`src/rtl/bist_chain_scheduler.sv`:
```
// ============================================================================
// Module      : bist_chain_scheduler
// Description : Walks the BIST across enabled scan chains: select, reset,
//               clock PAT_LEN prescaled test clocks, sample the comparator.
//               Optional macro BIST_LOOP_EN makes the run wrap continuously.
// Revision    : 1.0 - initial release
// ============================================================================
`default_nettype none

module bist_chain_scheduler #(
    parameter int CHAINS  = 6,
    parameter int PAT_LEN = 32,
    parameter int CNT_W   = 14
) (
    input  logic              sys_clock,
    input  logic              sys_reset,
    input  logic              start,
    input  logic              tick,
    input  logic              stop,
    input  logic              continua,
    input  logic              halt_on_err,
    input  logic [CHAINS-1:0] chain_mask,
    input  logic              comparison_result,
    output logic [CHAINS-1:0] K,
    output logic [2:0]        bist_decoder_input,
    output logic              mode_mux_sel,
    output logic              clock_mux_sel,
    output logic              test_clk_en,
    output logic              test_reset,
    output logic              error_flag,
    output logic [CNT_W-1:0]  err_count,
    output logic              busy,
    output logic              done
);

    typedef enum logic [2:0] {
        S_IDLE   = 3'd0,
        S_LOAD   = 3'd1,
        S_SHIFT  = 3'd2,
        S_CHECK1 = 3'd3,
        S_CHECK2 = 3'd4,
        S_HALT   = 3'd5,
        S_NEXT   = 3'd6,
        S_DONE   = 3'd7
    } state_t;

    localparam logic [7:0] c_last_bit = 8'(PAT_LEN - 1);

    state_t           r_state;
    state_t           w_state_nxt;
    logic [2:0]       r_idx;
    logic [2:0]       w_idx_nxt;
    logic [7:0]       r_bit_cnt;
    logic             r_clk_en;
    logic             r_cont_q;
    logic             r_err_flag;
    logic [CNT_W-1:0] r_err_count;

    logic             w_busy;
    logic             w_any;
    logic [2:0]       w_lowest;
    logic [2:0]       w_higher;
    logic             w_has_higher;
    logic             w_shift_tick;
    logic             w_clr_err;
    logic             w_err_inc;

    assign w_busy       = (r_state != S_IDLE) && (r_state != S_DONE);
    assign w_any        = |chain_mask;
    assign w_shift_tick = (r_state == S_SHIFT) && tick && !stop;

    // Lowest enabled chain, and the nearest enabled chain above the current one
    always_comb begin
        w_lowest     = '0;
        w_higher     = '0;
        w_has_higher = 1'b0;
        for (int i = CHAINS - 1; i >= 0; i--) begin
            if (chain_mask[i]) begin
                w_lowest = 3'(i);
                if (3'(i) > r_idx) begin
                    w_higher     = 3'(i);
                    w_has_higher = 1'b1;
                end
            end
        end
    end

    always_ff @(posedge sys_clock) begin
        if (sys_reset) begin
            r_state <= S_IDLE;
        end else begin
            r_state <= w_state_nxt;
        end
    end

    always_comb begin
        w_state_nxt = r_state;
        w_idx_nxt   = r_idx;
        w_clr_err   = 1'b0;
        w_err_inc   = 1'b0;
        if (stop && w_busy) begin
            w_state_nxt = S_IDLE;
        end else begin
            case (r_state)
                S_IDLE, S_DONE: begin
                    if (start) begin
                        w_clr_err = 1'b1;
                        if (w_any) begin
                            w_idx_nxt   = w_lowest;
                            w_state_nxt = S_LOAD;
                        end else begin
                            w_state_nxt = S_DONE;
                        end
                    end
                end
                S_LOAD:   w_state_nxt = S_SHIFT;
                S_SHIFT: begin
                    if (tick && (r_bit_cnt == c_last_bit)) begin
                        w_state_nxt = S_CHECK1;
                    end
                end
                S_CHECK1: w_state_nxt = S_CHECK2;
                S_CHECK2: begin
                    if (comparison_result) begin
                        w_err_inc   = 1'b1;
                        w_state_nxt = halt_on_err ? S_HALT : S_NEXT;
                    end else begin
                        w_state_nxt = S_NEXT;
                    end
                end
                S_HALT: begin
                    if (continua && !r_cont_q) begin
                        w_state_nxt = S_NEXT;
                    end
                end
                S_NEXT: begin
                    if (w_has_higher) begin
                        w_idx_nxt   = w_higher;
                        w_state_nxt = S_LOAD;
                    end else begin
`ifdef BIST_LOOP_EN
                        if (w_any) begin
                            w_idx_nxt   = w_lowest;
                            w_state_nxt = S_LOAD;
                        end else begin
                            w_state_nxt = S_DONE;
                        end
`else
                        w_state_nxt = S_DONE;
`endif
                    end
                end
                default:  w_state_nxt = S_IDLE;
            endcase
        end
    end

    always_ff @(posedge sys_clock) begin
        if (sys_reset) begin
            r_idx       <= '0;
            r_bit_cnt   <= '0;
            r_clk_en    <= 1'b0;
            r_cont_q    <= 1'b0;
            r_err_flag  <= 1'b0;
            r_err_count <= '0;
        end else begin
            r_idx    <= w_idx_nxt;
            r_cont_q <= continua;
            // Test clock lags the accepted tick by one cycle
            r_clk_en <= w_shift_tick;
            if (r_state == S_LOAD) begin
                r_bit_cnt <= '0;
            end else if (w_shift_tick) begin
                r_bit_cnt <= r_bit_cnt + 8'd1;
            end
            if (w_clr_err) begin
                r_err_flag  <= 1'b0;
                r_err_count <= '0;
            end else if (w_err_inc) begin
                r_err_flag <= 1'b1;
                if (r_err_count != {CNT_W{1'b1}}) begin
                    r_err_count <= r_err_count + 1'b1;
                end
            end
        end
    end

    always_comb begin
        K = '0;
        for (int i = 0; i < CHAINS; i++) begin
            if (w_busy && (r_idx == 3'(i))) begin
                K[i] = 1'b1;
            end
        end
    end

    assign bist_decoder_input = r_idx;
    assign mode_mux_sel       = w_busy;
    assign busy               = w_busy;
    assign done               = (r_state == S_DONE);
    assign clock_mux_sel      = (r_state == S_SHIFT) || (r_state == S_CHECK1) ||
                                (r_state == S_CHECK2);
    assign test_clk_en        = r_clk_en;
    assign test_reset         = (r_state == S_LOAD);
    assign error_flag         = r_err_flag;
    assign err_count          = r_err_count;

endmodule

`default_nettype wire

```
`config.mk`:
```
export PLATFORM = sky130hd
export DESIGN_NAME = bist_chain_scheduler
export DESIGN_NICKNAME = d
export VERILOG_FILES = /design/src/rtl/bist_chain_scheduler.sv
export SDC_FILE = /design/constraint.sdc
export NUM_CORES = 1
export LEC_CHECK = 0
export ABC_AREA = 1
export BUFFER_PORTS_ARGS = -buffer_cell sky130_fd_sc_hd__buf_2
export CAP_MARGIN = 5
export CORE_ASPECT_RATIO = 1.2
export CORE_MARGIN = 2
export CORE_UTILIZATION = 35
export CTS_CLUSTER_SIZE = 16
export DETAILED_ROUTE_END_ITERATION = 8
export PLACE_DENSITY_LB_ADDON = 0.05
export REMOVE_ABC_BUFFERS = 1
export SYNTH_ARGS = -nofsm -noshare
export SYNTH_HDL_FRONTEND = slang
export SYNTH_SLANG_ARGS = --single-unit
```
`constraint.sdc`:
```
create_clock -name sys_clock -period 2.05 [get_ports sys_clock]
set_input_delay 0.205 -clock sys_clock [delete_from_list [all_inputs] [get_ports sys_clock]]
set_output_delay 0.205 -clock sys_clock [all_outputs]
set_load 0.01 [all_outputs]
```
==> reports/qor.yml <==
run_status:
  status: "completed"
global_route:
  grt_pass1_wl_mm: 8.64
  antenna_found_initial: 0
  grt_max_degree: 19
  track_usage_pct: 17.4
  overflow: 0
  grt_pass1_vias: 1964
synthesis:
  syn_inst: 318
  ys_ff_latch: 31
  synth.distinct_cells: 30
  yosysTopAreaCellShare_pct: 31.6
  synth_ff_type: "dfxtp_1"
  avgSynthCellArea_um2: 6.17
  synth-async-reset-ratio_pct: 0
  synth_area_mm2: 0.00196
  synth.area.top_cells: "dfxtp_1 32%, nand2_1 18%, inv_1 8.6%, nor2_1 7.5%, a21oi_1 4.8%"
  yosysSeqAreaShare_pct: 31.6
  yosysWarnings: 0
  synth_commonest_cells: "92 x nand2_1, 45 x inv_1, 39 x nor2_1, 31 x dfxtp_1, 19 x a21oi_1"
  synth_area_leader_cell: "dfxtp_1"
  yosysMostFrequentCell: "nand2_1"
  synth-edff-count: 0
placed_design:
  placed_cells: 420
  place_ws_ns: 0.295
  place_congestion: 0.812
  placed_area_mm2: 0.00222
  numPortBuffers: 43
  dp_hpwl_mm: 3.80
final_layout:
  fin_cells: 428
  finalInstanceArea_mm2: 0.00234
  area_growth_pct: 19.4
  diodes: 0
  num-nets-final: 381
  utilization_pct: 43.9
  drive_gt1_share_pct: 18.9
clock_network:
  h-tree-depth: 2
  cts_hold_buf: 0
  worstSkewPairLatency_ns: 0.28
  cts_tree: "yes"
  clockBufferDepth: 2
  path_clk_slew_ns: 0.07
  cts_setup_buffers: 0
  clock_sinks: 31
  cts-resized-gates: 0
  numCtsBuffers: 5
  cts-root-buf: "clkbuf_8"
setup_path:
  critPathKind: "flop to flop"
  crit_required_ns: 2.22
  rrSetupSlack_ns: 0.29
  cp-start-kind: "flop"
  cp-end-kind: "flop"
  cp_max_fo: 18
  cp.arrival_ns: 1.93
floorplanning:
  start_util_pct: 36.8
  die_w_um: 72.3
  io-pin-count: 44
  row_count: 29
  die_height_um: 86.0
  dieArea_mm2: 0.00622
  core_area_mm2: 0.00533
sta:
  worst_slew_pin_slew_ns: 0.533
  setup_violations: 0
  max_slew_margin_pct: 64.2
  max_clock_freq_mhz: 569
  drv_slew: 0
  period_minus_slack_ns: 1.76
  final-hold-violation-count: 0
  grt_setup_unrepaired: "no"
  fin_hold_ws_ns: 0.143
  timing.final.crit_share_pct: 85.7
  worst_slack_ns: 0.293
  clock_skew_ns: 0.00887
  fin_tns_setup_ns: 0
power:
  irDropWorstVdd_uv: 348
  powerDensity_mw_per_mm2: 1010
  p_leak_nw: 1.12
  fin_total_pwr_mw: 2.37
detailed_routing:
  dr_total_vias: 2069
  drt-total-wl_mm: 4.91
  vias_per_cell: 4.83
  drc_errors: 0
  drt-initial-drc-count: 107
  firstDrtPassIters: 4
  ant_nets: 0
  wl_per_cell_um: 11.5
min_path:
  hp-class: "input port to flop"
run:
  cap_violations: 0
## state kept, by name (all words and copies together), names as in the netlist
register and flops:
bist_decoder_input 3, test_clk_en 1, error_flag 1, err_count 14, r_cont_q 1, r_state 3, r_bit_cnt 8
## power by group
part           switching [mW]  total (mW)  internal [mW]
combinational           0.647       0.976          0.329
clock                   0.236       0.630          0.393
sequential             0.0969       0.760          0.663
total                   0.981        2.37           1.39
## cells in the final DEF (no fill, tap or decap)
| cell type | Yosys | final |
|---|---|---|
| nand2_1 | 92 | 92 |
| inv_1 | 45 | 45 |
| buf_2 | 0 | 43 |
| nor2_1 | 39 | 39 |
| dfxtp_1 | 31 | 31 |
| a21oi_1 | 19 | 19 |
| nand3_1 | 18 | 18 |
| nor3_1 | 15 | 15 |
| o21ai_0 | 13 | 13 |
| nand4_1 | 10 | 10 |
| clkbuf_8 | 0 | 6 |
| xor2_1 | 5 | 5 |
| inv_2 | 4 | 4 |
| nand2_2 | 3 | 3 |
| nand3_2 | 3 | 3 |
| nand2_4 | 2 | 2 |
| nor4_1 | 2 | 2 |
| clkinv_2 | 1 | 2 |
| ha_1 | 2 | 2 |
| nor2_2 | 1 | 1 |
| or2_2 | 1 | 1 |
| a21boi_0 | 1 | 1 |
| nor3_4 | 1 | 1 |
| or2_0 | 1 | 1 |
| nor3_2 | 1 | 1 |
| and3_1 | 1 | 1 |
| a21oi_2 | 1 | 1 |
| o21bai_1 | 1 | 1 |
| o22ai_1 | 1 | 1 |
| o221ai_1 | 1 | 1 |
| bufinv_16 | 0 | 1 |
## logic make-up (layout without fill, tap and decap cells)
kind of cell | Yosys count | count (layout) | share of synthesized area [%]
AOI/OAI and AO/OA | 37 | 37 | 10.1
DFF | 31 | 31 | 31.6
buffers and inverters | 53 | 101 | 11.2
and+or+nand+nor | 190 | 190 | 43.6
adders and majority gates | 2 | 2 | 1.28
xor gates and xnor gates | 5 | 5 | 2.23
## worst max-delay path, cell delays in order (launching register included)
cell     delay, ns
dfxtp_1       0.40
ha_1          0.25
nand2_1       0.10
nor3_2        0.22
nand3_1       0.15
nand2_4       0.21
inv_2         0.15
nand2_1       0.10
a21oi_1       0.06
## per-layer routing
layer / global-route usage (%) / share of wire (%) / up-vias
met3: 3.41 / 4.2 / 7
met5: 0 / 0 / -
met1: 19.7 / 43 / 908
met2: 31.4 / 50 / 42
li1: - / - / 1112
met4: 7.20 / 1.9 / 0
## final cells by class
cell class / instances / area [um2]
fillers: 600 / 2990
repair buffers: 43 / 215
clock inverters: 2 / 35.0
well taps: 62 / 77.6
clock buffers: 6 / 82.6
multi-input cells: 234 / 1120
inverters: 50 / 189
flip-flops and latches: 31 / 621
## final timing paths
check,start,to,cells past startpoint
setup / recovery,err_count[0],err_count[10],8
hold / removal,sys_reset,test_clk_en,2
setup reg to reg,err_count[0],err_count[10],8
hold reg to reg,r_bit_cnt[4],r_bit_cnt[4],2
Power figures use the tool's default switching activity.
